$ cat src/rtl/data_sync_rx_if.sv
// rtl/data_sync_rx_if.sv - req/ack bus bundle for data_sync_rx; PARITY_CHECK_EN adds UNSYNC_PAR/PAR_ERR
interface data_sync_rx_if #(
    parameter int BUS_WIDTH = 8
);
    logic                 UNSYNC_REQ;
    logic [BUS_WIDTH-1:0] UNSYNC_BUS;
    logic [BUS_WIDTH-1:0] SYNC_BUS;
    logic                 ENABLE_PULSE;
    logic                 SYNC_ACK;
    logic                 BUSY;
`ifdef PARITY_CHECK_EN
    logic                 UNSYNC_PAR;
    logic                 PAR_ERR;

    modport master (
        output UNSYNC_REQ, UNSYNC_BUS, UNSYNC_PAR,
        input  SYNC_BUS, ENABLE_PULSE, SYNC_ACK, BUSY, PAR_ERR
    );
    modport slave (
        input  UNSYNC_REQ, UNSYNC_BUS, UNSYNC_PAR,
        output SYNC_BUS, ENABLE_PULSE, SYNC_ACK, BUSY, PAR_ERR
    );
`else
    modport master (
        output UNSYNC_REQ, UNSYNC_BUS,
        input  SYNC_BUS, ENABLE_PULSE, SYNC_ACK, BUSY
    );
    modport slave (
        input  UNSYNC_REQ, UNSYNC_BUS,
        output SYNC_BUS, ENABLE_PULSE, SYNC_ACK, BUSY
    );
`endif
endinterface

$ cat src/rtl/data_sync_rx.sv
// rtl/data_sync_rx.sv - four-phase req/ack receiver into CLK; optional PARITY_CHECK_EN word parity check
module data_sync_rx #(
    parameter int NUM_STAGES = 2,
    parameter int BUS_WIDTH  = 8
) (
    input  logic          CLK,
    input  logic          RST,
    data_sync_rx_if.slave bus
);
    typedef enum logic {IDLE, ACK} state_t;

    state_t                state;
    state_t                state_nxt;
    logic [NUM_STAGES-1:0] req_sync;
    logic                  req_s;
    logic                  capture;
    logic                  load_bus;
    logic                  ack_nxt;
    logic                  pulse_nxt;
    logic                  par_bad;
    logic [BUS_WIDTH-1:0]  sync_bus_q;
    logic                  enable_pulse_q;
    logic                  sync_ack_q;

    always_ff @(posedge CLK or negedge RST) begin
        if (!RST) begin
            req_sync <= '0;
        end else begin
            req_sync <= {req_sync[NUM_STAGES-2:0], bus.UNSYNC_REQ};
        end
    end

    assign req_s = req_sync[NUM_STAGES-1];

`ifdef PARITY_CHECK_EN
    assign par_bad = ^{bus.UNSYNC_BUS, bus.UNSYNC_PAR};
`else
    assign par_bad = 1'b0;
`endif

    always_ff @(posedge CLK or negedge RST) begin
        if (!RST) begin
            state <= IDLE;
        end else begin
            state <= state_nxt;
        end
    end

    // A single capture per REQ high phase: ACK is left only once req_s is seen low.
    always_comb begin
        state_nxt = state;
        capture   = 1'b0;
        ack_nxt   = sync_ack_q;
        pulse_nxt = 1'b0;
        case (state)
            IDLE: begin
                if (req_s) begin
                    state_nxt = ACK;
                    capture   = 1'b1;
                    ack_nxt   = 1'b1;
                    pulse_nxt = !par_bad;
                end
            end
            ACK: begin
                if (!req_s) begin
                    state_nxt = IDLE;
                    ack_nxt   = 1'b0;
                end else begin
                    ack_nxt   = 1'b1;
                end
            end
            default: state_nxt = IDLE;
        endcase
    end

    assign load_bus = capture && !par_bad;

    always_ff @(posedge CLK or negedge RST) begin
        if (!RST) begin
            sync_bus_q     <= '0;
            enable_pulse_q <= 1'b0;
            sync_ack_q     <= 1'b0;
        end else begin
            enable_pulse_q <= pulse_nxt;
            sync_ack_q     <= ack_nxt;
            if (load_bus) begin
                sync_bus_q <= bus.UNSYNC_BUS;
            end
        end
    end

`ifdef PARITY_CHECK_EN
    logic par_err_q;

    // Flag describes the most recent capture only; a clean word clears it.
    always_ff @(posedge CLK or negedge RST) begin
        if (!RST) begin
            par_err_q <= 1'b0;
        end else if (capture) begin
            par_err_q <= par_bad;
        end
    end

    assign bus.PAR_ERR = par_err_q;
`endif

    assign bus.SYNC_BUS     = sync_bus_q;
    assign bus.ENABLE_PULSE = enable_pulse_q;
    assign bus.SYNC_ACK     = sync_ack_q;
    assign bus.BUSY         = (state != IDLE);
endmodule

$ cat src/flat_wrapper.sv
// flat-port wrapper written by rule: the top's interface ports become plain ports
module data_sync_rx_flat 
#(
    parameter int NUM_STAGES = 2,
    parameter int BUS_WIDTH  = 8
)
  (CLK, RST, bus_UNSYNC_REQ, bus_UNSYNC_BUS, bus_SYNC_BUS, bus_ENABLE_PULSE, bus_SYNC_ACK, bus_BUSY);
  data_sync_rx_if #(.BUS_WIDTH(BUS_WIDTH)) bus_i ();
  input  logic CLK;
  input  logic RST;
  input wire logic [$bits(bus_i.UNSYNC_REQ)-1:0] bus_UNSYNC_REQ;
  input wire logic [$bits(bus_i.UNSYNC_BUS)-1:0] bus_UNSYNC_BUS;
  output wire logic [$bits(bus_i.SYNC_BUS)-1:0] bus_SYNC_BUS;
  output wire logic [$bits(bus_i.ENABLE_PULSE)-1:0] bus_ENABLE_PULSE;
  output wire logic [$bits(bus_i.SYNC_ACK)-1:0] bus_SYNC_ACK;
  output wire logic [$bits(bus_i.BUSY)-1:0] bus_BUSY;
  assign bus_i.UNSYNC_REQ = bus_UNSYNC_REQ;
  assign bus_i.UNSYNC_BUS = bus_UNSYNC_BUS;
  assign bus_SYNC_BUS = bus_i.SYNC_BUS;
  assign bus_ENABLE_PULSE = bus_i.ENABLE_PULSE;
  assign bus_SYNC_ACK = bus_i.SYNC_ACK;
  assign bus_BUSY = bus_i.BUSY;
  data_sync_rx #(.NUM_STAGES(NUM_STAGES), .BUS_WIDTH(BUS_WIDTH)) u_core (.CLK(CLK), .RST(RST), .bus(bus_i));
endmodule
$ cat config.mk
export PLATFORM = sky130hd
export DESIGN_NAME = data_sync_rx_flat
export DESIGN_NICKNAME = d
export VERILOG_FILES = /design/src/rtl/data_sync_rx_if.sv /design/src/rtl/data_sync_rx.sv /design/src/flat_wrapper.sv
export SDC_FILE = /design/constraint.sdc
export NUM_CORES = 1
export LEC_CHECK = 0
export CAP_MARGIN = 5
export CORE_AREA = 2 2 39 41
export DETAILED_ROUTE_END_ITERATION = 10
export DIE_AREA = 0 0 41 43
export GPL_ROUTABILITY_DRIVEN = 0
export PLACE_DENSITY = 0.78
export SLEW_MARGIN = 5
export SYNTH_ARGS = -nofsm -noshare
export SYNTH_HDL_FRONTEND = slang
export SYNTH_SLANG_ARGS = --single-unit
$ cat constraint.sdc
create_clock -name CLK -period 2 [get_ports CLK]
set_input_delay 0.2 -clock CLK [delete_from_list [all_inputs] [get_ports CLK]]
set_output_delay 0.2 -clock CLK [all_outputs]
set_load 0.05 [all_outputs]
# == Word-level counts from Yosys, hierarchy flattened ==
# Index checks and enable logic that the tools add are counted.
# W data, S select, Z words.
# totals
input_bits,11
output_inout_bits,11
word_cells,11
ff_bits,13
# classes
bitwise_logic,1
muxes,4
eq_ne,1
# ops
op,count
$mux W1,3
$ne A2 B1 Y1 const B,1
$pmux W1 S2,1
$not A1 Y1,1

# == Longest topological paths before layout ==
# Gate-level depths: netlist of run 1.
# depth
ltp_word,2
depth_mapped,3

# == Least setup slack after synthesis of run 1 ==
# Ideal clock, no wire load.
# synth_timing
path_kind,reg2reg
startpoint,register u_core.state (netlist: u_core.bus.BUSY)
endpoint,register u_core.sync_bus_q[0] (netlist: u_core.bus.SYNC_BUS[0])
setup_time_ns,0.125
required_ns,1.875
path_stages_with_launch,4
n_path_buf,1
arrival_ns,1.192
period_less_slack_ns,1.317
slack_ns,0.683
cell_sequence,dfrtp_1 nor2b_4 buf_6 mux2_4
# synth_between
elab_chain_cells,1
# synth_rtl
element,line,rtl
start: declaration,data_sync_rx.sv:12,state_t state;
start signal: assignment,data_sync_rx.sv:45,state <= state_nxt;
$mux W1,data_sync_rx.sv:55,case (state)
net u_core.capture,data_sync_rx.sv:16,logic capture;
end signal: assignment,data_sync_rx.sv:87,sync_bus_q <= bus.UNSYNC_BUS;
end: declaration,data_sync_rx.sv:21,logic [BUS_WIDTH-1:0] sync_bus_q;
# The timed path passes the listed nets, and every way through them passes these cells.
# A chain may end at the register's enable or synchronous reset.

# == Worst setup path in the final report of run 1 ==
# layout_timing
startpoint,register u_core.state (netlist: u_core.bus.BUSY)
endpoint,output bus_BUSY
# layout_rtl
element,line,rtl
end: declaration,flat_wrapper.sv:16,output wire logic [$bits(bus_i.BUSY)-1:0] bus_BUSY;
# No word-level cell between the ends.

==> results.toml, run 1 <==
[run_status]
status = "finished clean"

[clock_tree]
cts-buffers-inserted = 3
cts_setup_buffers = 0
clock_path_buffers = 2
clk_latency_ns = 0.26
ctsHoldBuffers = 0
cts_sinks = 13
htree_levels = 1
cts_resized = 0
clockRootBuffer = "clkbuf_4"
cts_tree = "built"
path_clk_slew_ns = 0.07

[worst_setup_path]
crit_slowest_cell = "clkdlybuf4s50_1"
worstSetupPathType = "reg2out"
cpPeakStageDelay_ns = 0.83
setup.worst_path.start_class = "flop"
crit_buf_inv = 1
crit_chain = "clkdlybuf4s50_1"
arrival_ns = 1.49
end_kind = "output port"
cp_max_fo = 3
path_delay_family = "buffers and inverters"
required_ns = 1.80

[route]
dr_total_vias = 293
ant_nets = 0
drc = 0
wl_per_cell_um = 11.6
drtIter0Drc = 0
viasPerCell = 4.51
drt-total-wl_um = 755
first_pass_iters = 1

[synthesis]
synth_top_area_cell = "dfrtp_1"
synth_top_family_by_area = "multiplexers"
synth.distinct_cells = 6
synth_area_um2 = 482
avgSynthCellArea_um2 = 19.3
synth-seq-cells = 13
synth_enable_flop_cells = 0
synth_warnings = 0
synthSimpleGateAreaFrac = 0.0286
synth-async-reset-ratio = 1.00
synth-xor-area-share = 0
netlist.area_leader.share = 0.675
synth-compound-area-share = 0.0156
syn_nets = 36
synthAdderAreaFrac = 0
synth_commonest_cells = "dfrtp_1, mux2_4"
synthMuxAreaShare = 0.249
synth_top_flop_cell = "dfrtp_1"
synth_area_leaders = "dfrtp_1, mux2_4, nor2b_4, buf_6, a21o_1"
ys_seq_area_frac = 0.675
syn_inst = 25
synth.most_common_cell = "dfrtp_1"

[die]
num_rows = 14
dieArea_um2 = 1760
pin_count = 22
die_h_um = 43
fp.coreArea_um2 = 1380
die_w_um = 41
start_util = 0.348

[pwr]
swShare = 0.317
leakagePower_nw = 0.327
seqPwrFrac = 0.451
power.internal_uw = 466
p_clk_frac = 0.220
p_per_area_nw_per_um2 = 939
combPwrFrac = 0.328
power_switching_uw = 217
max-vdd-ir-drop_v = 0.000395

[placed_design]
pre_cts_slack_ns = 0.588
numPortBuffers = 21
dpl.hpwl_um = 538
placedInstanceArea_um2 = 701

[timing]
hold_viol_final = 0
setup-tns-final_ns = 0
period_needed_ns = 1.69
rsz0062_at_grt = "false"
drv_slew = 0
tightestPinTransition_ns = 0.545
skew_ns = 0.000448
relSlewSlack = 0.636
finalSetupViolations = 0
clock.fmax_mhz = 590
layout_setup_ws_ns = 0.306
post-route-period-util = 0.847

[global_routing]
antenna_found_initial = 0
grtUsageTotal = 0.111
met2_usage = 0.144
grt_pass1_wl_um = 1260
grtUsageMet1 = 0.138
grt_pass1_vias = 302
grt_max_degree = 14
grt.busiest_layer = "met2"
overflow = 0
met3_usage = 0.0366

[cells_and_area]
stdcell_area_um2 = 727
multi_input_area_um2 = 141
diodes = 0
syn2layout_area_growth_pct = 50.9
seqCellArea_um2 = 325
fill_cells = 135
nets = 61
drive_gt1_frac = 0.245

[run]
drv_cap = 0

[worst_hold_path]
hold_class = "in2async"
## flip-flops by register name, summed over array words and instances, names as in the netlist
signal                   cells
u_core.bus.BUSY              1
u_core.bus.ENABLE_PULSE      1
u_core.bus.SYNC_BUS          8
u_core.bus.SYNC_ACK          1
u_core.req_sync              2
## power by group through the flow
stage / Sequential [mW] / Clock (mW) / Combinational (mW)
2_1_floorplan: 0.409 / 0 / 0.0460
3_3_place_gp: 0.312 / 0 / 0.224
3_5_place_dp: 0.312 / 0 / 0.226
4_1_cts: 0.309 / 0.161 / 0.227
5_1_grt: 0.312 / 0.174 / 0.235
6_report: 0.308 / 0.150 / 0.224
## path summary, 6_finish.rpt
path,start,slack [ns],to,cells after the start
max in group asynchronous,RST,1.35,u_core.bus.SYNC_ACK,1
worst min-delay path,RST,0.29,u_core.bus.SYNC_BUS[2],1
min in group CLK,u_core.req_sync[0],0.35,u_core.req_sync[1],0
worst max-delay path,u_core.bus.BUSY,0.31,bus_BUSY,1
worst max register to register,u_core.bus.BUSY,0.79,u_core.bus.SYNC_BUS[7],2
worst min register to register,u_core.req_sync[0],0.35,u_core.req_sync[1],0
## layout make-up
cell class,count,area share
inverter,1,0.00516
multi-input combinational,10,0.194
clock buffer,4,0.0361
sequential,13,0.448
tap,16,0.0275
timing repair buffer,21,0.289
## routing by layer
layer / wire, µm / share of wire / vias up
met4: 9 / 0.012 / 0
met5: 0 / 0 / -
met1: 313 / 0.41 / 143
met2: 338 / 0.45 / 17
met3: 94 / 0.12 / 2
li1: - / - / 131
## metrics by stage
stage | hold WS, ns | power [mW] | instances | util
after floorplan | -0.0956 | 0.455 | 25 | -
after global placement | 0.333 | 0.537 | 61 | 0.506
after detailed placement | 0.336 | 0.539 | 61 | 0.506
after CTS | 0.309 | 0.696 | 65 | 0.525
after global routing | 0.335 | 0.721 | 65 | 0.525
final | 0.291 | 0.683 | 65 | 0.525
## cell usage in the layout (no fill, tap or decap)
| master | count |
|---|---|
| clkbuf_1 | 1 |
| nor2b_4 | 1 |
| dfrtp_1 | 13 |
| mux2_4 | 8 |
| inv_1 | 1 |
| a21o_1 | 1 |
| clkdlybuf4s50_1 | 21 |
| clkbuf_4 | 3 |
## logic make-up (layout without fill, tap and decap cells)
group                  count (synthesis)  after routing
muxes                                  8              8
and+or+nand+nor                        1              1
AOI/OAI and AO/OA                      1              1
DFF                                   13             13
buffers and inverters                  2             26
No activity file was read; power rests on OpenSTA's default activity.
==> run 2: changes to the inputs <==
Settings changed: CORE_AREA 2 2 39 41 to default, CORE_MARGIN from default to 1, CORE_UTILIZATION from default to 34, DIE_AREA 0 0 41 43 to default, PLACE_DENSITY 0.78 to 0.77.
Clock period 2 ns to 1.5 ns, I/O delays scaled along.
==> run 2 against run 1 <==
Net effect:
- sequential share of layout area rose by 1.8 points
- register-to-register slack got worse by 0.48 ns
- final cell count fell by 1.5%
- utilization rose by 0.46 points
- global-route usage rose by 1.6 points
- highest routed layer unchanged
- die area fell by 11%
- first-iteration DRC count rose by 2
- count of clock-buffer cells in the layout did not move
==> results.toml, run 2 (synthesis gave the netlist of run 1 again) <==
[timing]
period_needed_ns = 1.19
finalSetupViolations = 0
skew_ns = 0.00354
hold-worst-slack_ns = 0.239
layout_setup_ws_ns = 0.306
post-route-period-util = 0.796
tightestPinTransition_ns = 0.571
clock.fmax_mhz = 838
rsz0062_at_grt = "false"
setup-tns-final_ns = 0
relSlewSlack = 0.618
hold_viol_final = 0
drv_slew = 0

[clock_tree]
cts_setup_buffers = 0
cts_resized = 0
clock_path_buffers = 2
ctsHoldBuffers = 0
cts_sinks = 13
cts-buffers-inserted = 3
path_clk_slew_ns = 0.07
htree_levels = 1
cts_tree = "built"
clockRootBuffer = "clkbuf_4"
clk_latency_ns = 0.27

[route]
drt-total-wl_um = 799
drtIter0Drc = 2
ant_nets = 0
drc = 0
viasPerCell = 4.30
wl_per_cell_um = 12.5
first_pass_iters = 2
dr_total_vias = 275

[die]
num_rows = 13
pin_count = 22
fp.coreArea_um2 = 1320
start_util = 0.366
die_w_um = 39.6
die_h_um = 39.6
dieArea_um2 = 1570

[worst_setup_path]
arrival_ns = 1.35
startpoint = "u_core.bus.BUSY"
worstSetupPathType = "reg2reg"
cp_max_fo = 9
required_ns = 1.66
setup.worst_path.start_class = "flop"
r2r_start = "u_core.bus.BUSY"
end_kind = "flop"

[global_routing]
grtUsageTotal = 0.127
grt_max_degree = 14
grt_pass1_wl_um = 1230
overflow = 0
antenna_found_initial = 0
grt_pass1_vias = 271

[cells_and_area]
finalNonFillerCells = 64
largest_reg_flops = 8
syn2layout_area_growth_pct = 44.9
stdcell_area_um2 = 698
layout_common_cells = "dfrtp_1, buf_4, clkdlybuf4s50_1"
drive_gt1_frac = 0.469
nets = 61
final_util = 0.530
final_common_cell = "dfrtp_1"
diodes = 0

[worst_hold_path]
hold_class = "in2async"

[pwr]
p_per_area_nw_per_um2 = 1300
max-vdd-ir-drop_v = 0.000746
p_total_uw = 907
leakagePower_nw = 0.338

[placed_design]
dpl.hpwl_um = 598
pre_cts_slack_ns = 0.313
dp_cells = 60
placedInstanceArea_um2 = 672
numPortBuffers = 21

[run]
drv_cap = 0

[run_status]
status = "finished clean"
[run 2: report_power, final]
part	internal [mW]	switching, mW
Clock	0.103	0.107
Combinational	0.116	0.169
Sequential	0.389	0.0228
Total	0.609	0.299
[run 2: area by class of cell]
| type | count | area (µm²) |
|---|---|---|
| fill | 120 | 619 |
| multi-input combinational | 10 | 141 |
| inverter | 1 | 3.75 |
| sequential | 13 | 325 |
| timing repair buffer | 21 | 183 |
| clock buffer | 4 | 26.3 |
| tap | 15 | 18.8 |
[run 2: worst paths after layout]
| kind | endpoint | slack, ns | cells past startpoint |
|---|---|---|---|
| worst max-delay path | u_core.bus.SYNC_BUS[3] | 0.31 | 2 |
| worst min-delay path | u_core.bus.SYNC_BUS[6] | 0.24 | 1 |
| worst max register to register | u_core.bus.SYNC_BUS[3] | 0.31 | 2 |
| worst min register to register | u_core.req_sync[1] | 0.35 | 0 |
| max in group asynchronous | u_core.bus.SYNC_BUS[2] | 0.89 | 1 |
| min in group CLK | u_core.req_sync[0] | 0.32 | 1 |
[run 2: per-layer routing]
metal | vias to the layer above | wire [µm] | track usage
li1 | 130 | - | -
met3 | 2 | 48 | 0.0682
met5 | - | 0 | 0
met2 | 10 | 404 | 0.176
met4 | 0 | 9 | 0.0776
met1 | 133 | 336 | 0.150
[run 2: worst max-delay path, cell delays in order (launching register included)]
cell and delay (ns):
dfrtp_1 0.42, nor2b_4 0.32, mux2_4 0.34
==> run 3: changes to the inputs <==
Clock period 1.5 ns to 1.01 ns, I/O delays scaled along.
==> run 3 against run 2 <==
Net effect:
- the run now ends with setup timing left
- count of clock-buffer cells in the layout fell by 1
- global-route usage rose by 1.6 points
- worst setup slack got worse by 0.43 ns
- cell area rose by 28%
- utilization rose by 15 points
- critical endpoint unchanged
- combinational power rose by 110%
==> results.toml, run 3 (synthesis gave the netlist of run 1 again) <==
[clock_tree]
clock_path_buffers = 2
cts_setup_buffers = 0
cts-buffers-inserted = 3
clk_latency_ns = 0.27
cts_tree = "built"
path_clk_slew_ns = 0.09
cts_sinks = 13
clockRootBuffer = "clkbuf_4"
htree_levels = 1

[die]
start_util = 0.366
die_w_um = 39.6
dieArea_um2 = 1570
pin_count = 22
die_h_um = 39.6
fp.coreArea_um2 = 1320
num_rows = 13

[global_routing]
overflow = 0
grt_max_degree = 14
antenna_found_initial = 0
grt_pass1_wl_um = 1430
grtUsageTotal = 0.143
grt_pass1_vias = 304

[worst_setup_path]
crit_chain = "nor2b_4 > buf_4 > mux2_4"
cpPeakStageDelay_ns = 0.43
end_kind = "flop"
setup.worst_path.start_class = "flop"
worstSetupPathType = "reg2reg"
arrival_ns = 1.30
required_ns = 1.17
startpoint = "u_core.bus.BUSY"
r2r_start = "u_core.bus.BUSY"
cp_max_fo = 4
crit_slowest_cell = "dfrtp_2"

[pwr]
leakagePower_nw = 0.421
combPwrFrac = 0.376
max-vdd-ir-drop_v = 0.00108
p_clk_frac = 0.210
p_total_mw = 1.56
p_per_area_nw_per_um2 = 1750
seqPwrFrac = 0.414
power.internal_mw = 1.05
power_switching_uw = 505
swShare = 0.325

[timing]
relSlewSlack = 0.888
hold-worst-slack_ns = 0.121
clock.fmax_mhz = 881
hold_viol_final = 0
tightestPinTransition_ns = 0.169
rsz0062_at_grt = "true"
skew_ns = 0.00230
period_needed_ns = 1.13
drv_slew = 0
layout_setup_ws_ns = -0.125
post-route-period-util = 1.12
finalSetupViolations = 9

[cells_and_area]
largest_reg_flops = 8
layout_common_cells = "dfrtp_1, buf_12, clkdlybuf4s50_1"
nets = 67
final_common_cell = "dfrtp_1"
final_util = 0.676
fill_cells = 87
stdcell_area_um2 = 891
drive_gt1_frac = 0.564
diodes = 0
syn2layout_area_growth_pct = 84.9

[run_status]
violations = "setup timing"
status = "complete, but fails checks"

[route]
dr_total_vias = 297
drc = 0
first_pass_iters = 2
drt-total-wl_um = 962
drtIter0Drc = 1
viasPerCell = 4.24
ant_nets = 0
wl_per_cell_um = 13.7

[placed_design]
numPortBuffers = 21
pre_cts_slack_ns = -0.120
placedInstanceArea_um2 = 856
dpl.hpwl_um = 767

[run]
drv_cap = 0

[worst_hold_path]
hold_class = "in2async"
-- run 3: area by class of cell --
class	count	area [µm²]	share of cell area
Sequential cell	13	327	0.367
Inverter	1	3.75	0.00421
Timing Repair Buffer	27	373	0.419
Tap cell	15	18.8	0.0211
Clock buffer	3	22.5	0.0253
Multi-Input combinational cell	10	141	0.159
Clock inverter	1	5.00	0.00562
-- run 3: metal layers --
metal / global-route usage / wire length [µm] / vias to the layer above
met5: 0 / 0 / -
met4: 0.0517 / 0 / 0
met3: 0.0341 / 30 / 0
met2: 0.230 / 538 / 7
met1: 0.183 / 393 / 147
li1: - / - / 143
-- run 3: worst paths after layout --
check                                    endpoint  slack, ns  depth (start not counted)
min reg2reg                    u_core.req_sync[1]       0.37                          0
min                        u_core.bus.SYNC_BUS[0]       0.12                          2
max reg2reg                u_core.bus.SYNC_BUS[3]      -0.12                          3
max                        u_core.bus.SYNC_BUS[3]      -0.12                          3
max in group asynchronous         u_core.bus.BUSY       0.72                          2
min in group CLK               u_core.req_sync[0]       0.26                          1
-- run 3: what timing repair did --
item	in CTS	in global routing
hold endpoints to repair	0	0
setup endpoints to repair	9	9
hold buffers	0	0
resized for setup	0	2
cloned	0	0
-- run 3: metrics by stage --
step                TNS [ns]  std cells
floorplan              -1.65         25
global placement      -0.605         66
detailed placement    -0.848         66
CTS                    -1.03         70
global route           -1.25         70
finish                -0.996         70
-- run 3: worst max-delay path, delay by kind of cell (launching register included) --
kind | cells | cell delay, ns
mux | 1 | 0.29
flops | 1 | 0.43
buf+inv | 1 | 0.15
simple gates | 1 | 0.16
-- run 3: power groups by stage --
| stage | sequential, mW | clock, mW | combinational, mW |
|---|---|---|---|
| after floorplan | 0.811 | 0 | 0.0910 |
| after global placement | 0.652 | 0 | 0.579 |
| after detailed placement | 0.655 | 0 | 0.586 |
| after CTS | 0.644 | 0.334 | 0.587 |
| after global routing | 0.650 | 0.354 | 0.603 |
| final | 0.643 | 0.327 | 0.585 |
==> edit: new RTL, settings of run 3 <==
`BUS_WIDTH` is set to 8 in 3 places; all go to 10.
--- a/src/rtl/data_sync_rx_if.sv
+++ b/src/rtl/data_sync_rx_if.sv
@@ -2,3 +2,3 @@
 interface data_sync_rx_if #(
-    parameter int BUS_WIDTH = 8
+    parameter int BUS_WIDTH = 10
 );
--- a/src/rtl/data_sync_rx.sv
+++ b/src/rtl/data_sync_rx.sv
@@ -3,3 +3,3 @@
     parameter int NUM_STAGES = 2,
-    parameter int BUS_WIDTH  = 8
+    parameter int BUS_WIDTH  = 10
 ) (
--- a/src/flat_wrapper.sv
+++ b/src/flat_wrapper.sv
@@ -4,3 +4,3 @@
     parameter int NUM_STAGES = 2,
-    parameter int BUS_WIDTH  = 8
+    parameter int BUS_WIDTH  = 10
 )
Ports: changed (resized bus_SYNC_BUS and bus_UNSYNC_BUS); port bits go from 22 to 26. No check against the original RTL was run, so the function may have changed too.
==> edit against run 3 <==
  * The run still ends with setup timing left
  * Total power grew 15%
  * Final cell count grew 11%
  * Sequential cell count grew 2
  * Worst setup slack lost 0.00099 ns
  * Sequential power grew 16%
  * First-iteration DRC count grew to 5.0 times the old value
  * Die area grew 17%
  * Design area grew 15%
  * Synthesized area grew 18%
  * Routed wire length grew 7.2%
  * Clock power grew 2%
  * Count of clock-buffer cells in the layout grew 1
  * Critical endpoint is now u_core.bus.SYNC_BUS[7]
  * Largest power group unchanged
==> edit: results (changes against run 3) <==
stage	metric	value	unit	change
status	status	complete, but fails checks		
status	violated checks	setup timing		
synth	share of the yosys chip area belonging to registers	66.23	%	-1.3 points
place	detailed placement HPWL	824.1	um	+7.4%
grt	initial antenna violation count	0		unchanged
synth	Synthesized Nets	42		+17%
grt	M3 GR Usage	6.383	%	+3.0 points
cells_and_area	# fillers	109		+25%
power	VDD IR-drop max	0.0009064	V	-16%
min_path	Hold Crit Class	input pin to async pin		
sta	setup_tns	-1.278	ns	-0.2821 ns
grt	pin count of the biggest net entering global routing	16		+2
sta	Final Setup Violations	11		+2
cts	Post-CTS Setup Inserts	1		+1
cells_and_area	max reg flops	10		+2
worst_setup_path	CP delay by family, top	flip-flops		
sta	Setup Skew	0.0008230	ns	-0.001480 ns
synth	top_reg_cell synth	dfrtp_1		
detailed_routing	routed wl met2	555	um	+3.2%
cells_and_area	layout net count	76		+13%
grt	met1 Use GR	17.21	%	-1.1 points
cells_and_area	share of layout cells above drive strength 1	53.23	%	-3.1 points
synth	ranking of synthesized cells by area	dfrtp_1 (66%), mux2_4 (24%), buf_12 (3.5%), nor2b_4 (2.4%), mux2_2 (2.0%)		
grt	Overall Global Routing Usage	13.92	%	-0.34 points
synth	Compound-Gate Fraction of Synth Area	1.325	%	-0.23 points
grt	first-pass GRT wire length	1745	um	+22%
detailed_routing	M1 WL	435	um	+11%
place	I/O Buffers	25		+19%
grt	number of global-route vias before repair	357		+17%
detailed_routing	routed via count	337		+13%
sta	Worst-Margin Slew	0.1830	ns	+0.01425 ns
worst_setup_path	reg2reg path depth	3		unchanged
detailed_routing	DR pass1 iterations	3		+1
synth	Post-Synth Adder-Cell Area	0	%	unchanged
detailed_routing	top routing layer used	met3		
detailed_routing	metal3 WL	41	um	+37%
cts	clock transition at the registers of the reported paths	0.08	ns	
synth	Ys Warns	0		unchanged
synth	Yosys cell types	7		+1
detailed_routing	DR iter-0 viols	5		+4
grt	grt met2 use	20.91	%	-2.0 points
detailed_routing	DRC errors left	0		unchanged
synth	post-synthesis xor/xnor area fraction	0	%	unchanged
synth	Post-synth ARST share	100.0	%	unchanged
cts	root buffer cell	clkbuf_4		
worst_setup_path	Max stage delay on crit path	0.43	ns	about the same
synth	mux contribution to synthesized area	25.83	%	+0.89 points
detailed_routing	wire per inst	13.22	um	-3.8%
power	P_leak	0.4758	nW	+13%
synth	synth cell count leaders	dfrtp_1 (15), mux2_4 (9)		
worst_setup_path	crit-path max FO	10		+6
cts	Clock Latency Late Sink	0.27	ns	about the same
sta	fin worst setup slack	-0.1255	ns	-0.0009880 ns
worst_setup_path	CP endpoint	u_core.bus.SYNC_BUS[7]		
==> edit: metrics by stage <==
step                      setup WS (ns)  hold slack, ns  cell area, um^2  std cells  total power, mW
final                           -0.1255          0.1329             1025         78            1.782
after global routing            -0.1633          0.1264             1025         78            1.856
after CTS                       -0.1314          0.1325             1025         78            1.800
after detailed placement        -0.1298          0.3557            991.0         73            1.464
after global placement          -0.1039          0.3343            991.0         73            1.456
after floorplan                 -0.2323         -0.1946            568.0         29            1.065
==> edit: area by class of cell <==
cell class	count	area [um^2]	area share [%]
multi-input cells	12	167.7	16.36
flip-flops and latches	15	376.6	36.75
clock buffers	4	26.28	2.564
well taps	16	20.02	1.954
repair buffers	30	430.4	42.00
inverters	1	3.754	0.3663
==> edit: power by group <==
| group | internal [mW] | switching (mW) |
|---|---|---|
| clock | 0.153 | 0.180 |
| sequential | 0.670 | 0.0780 |
| combinational | 0.389 | 0.311 |
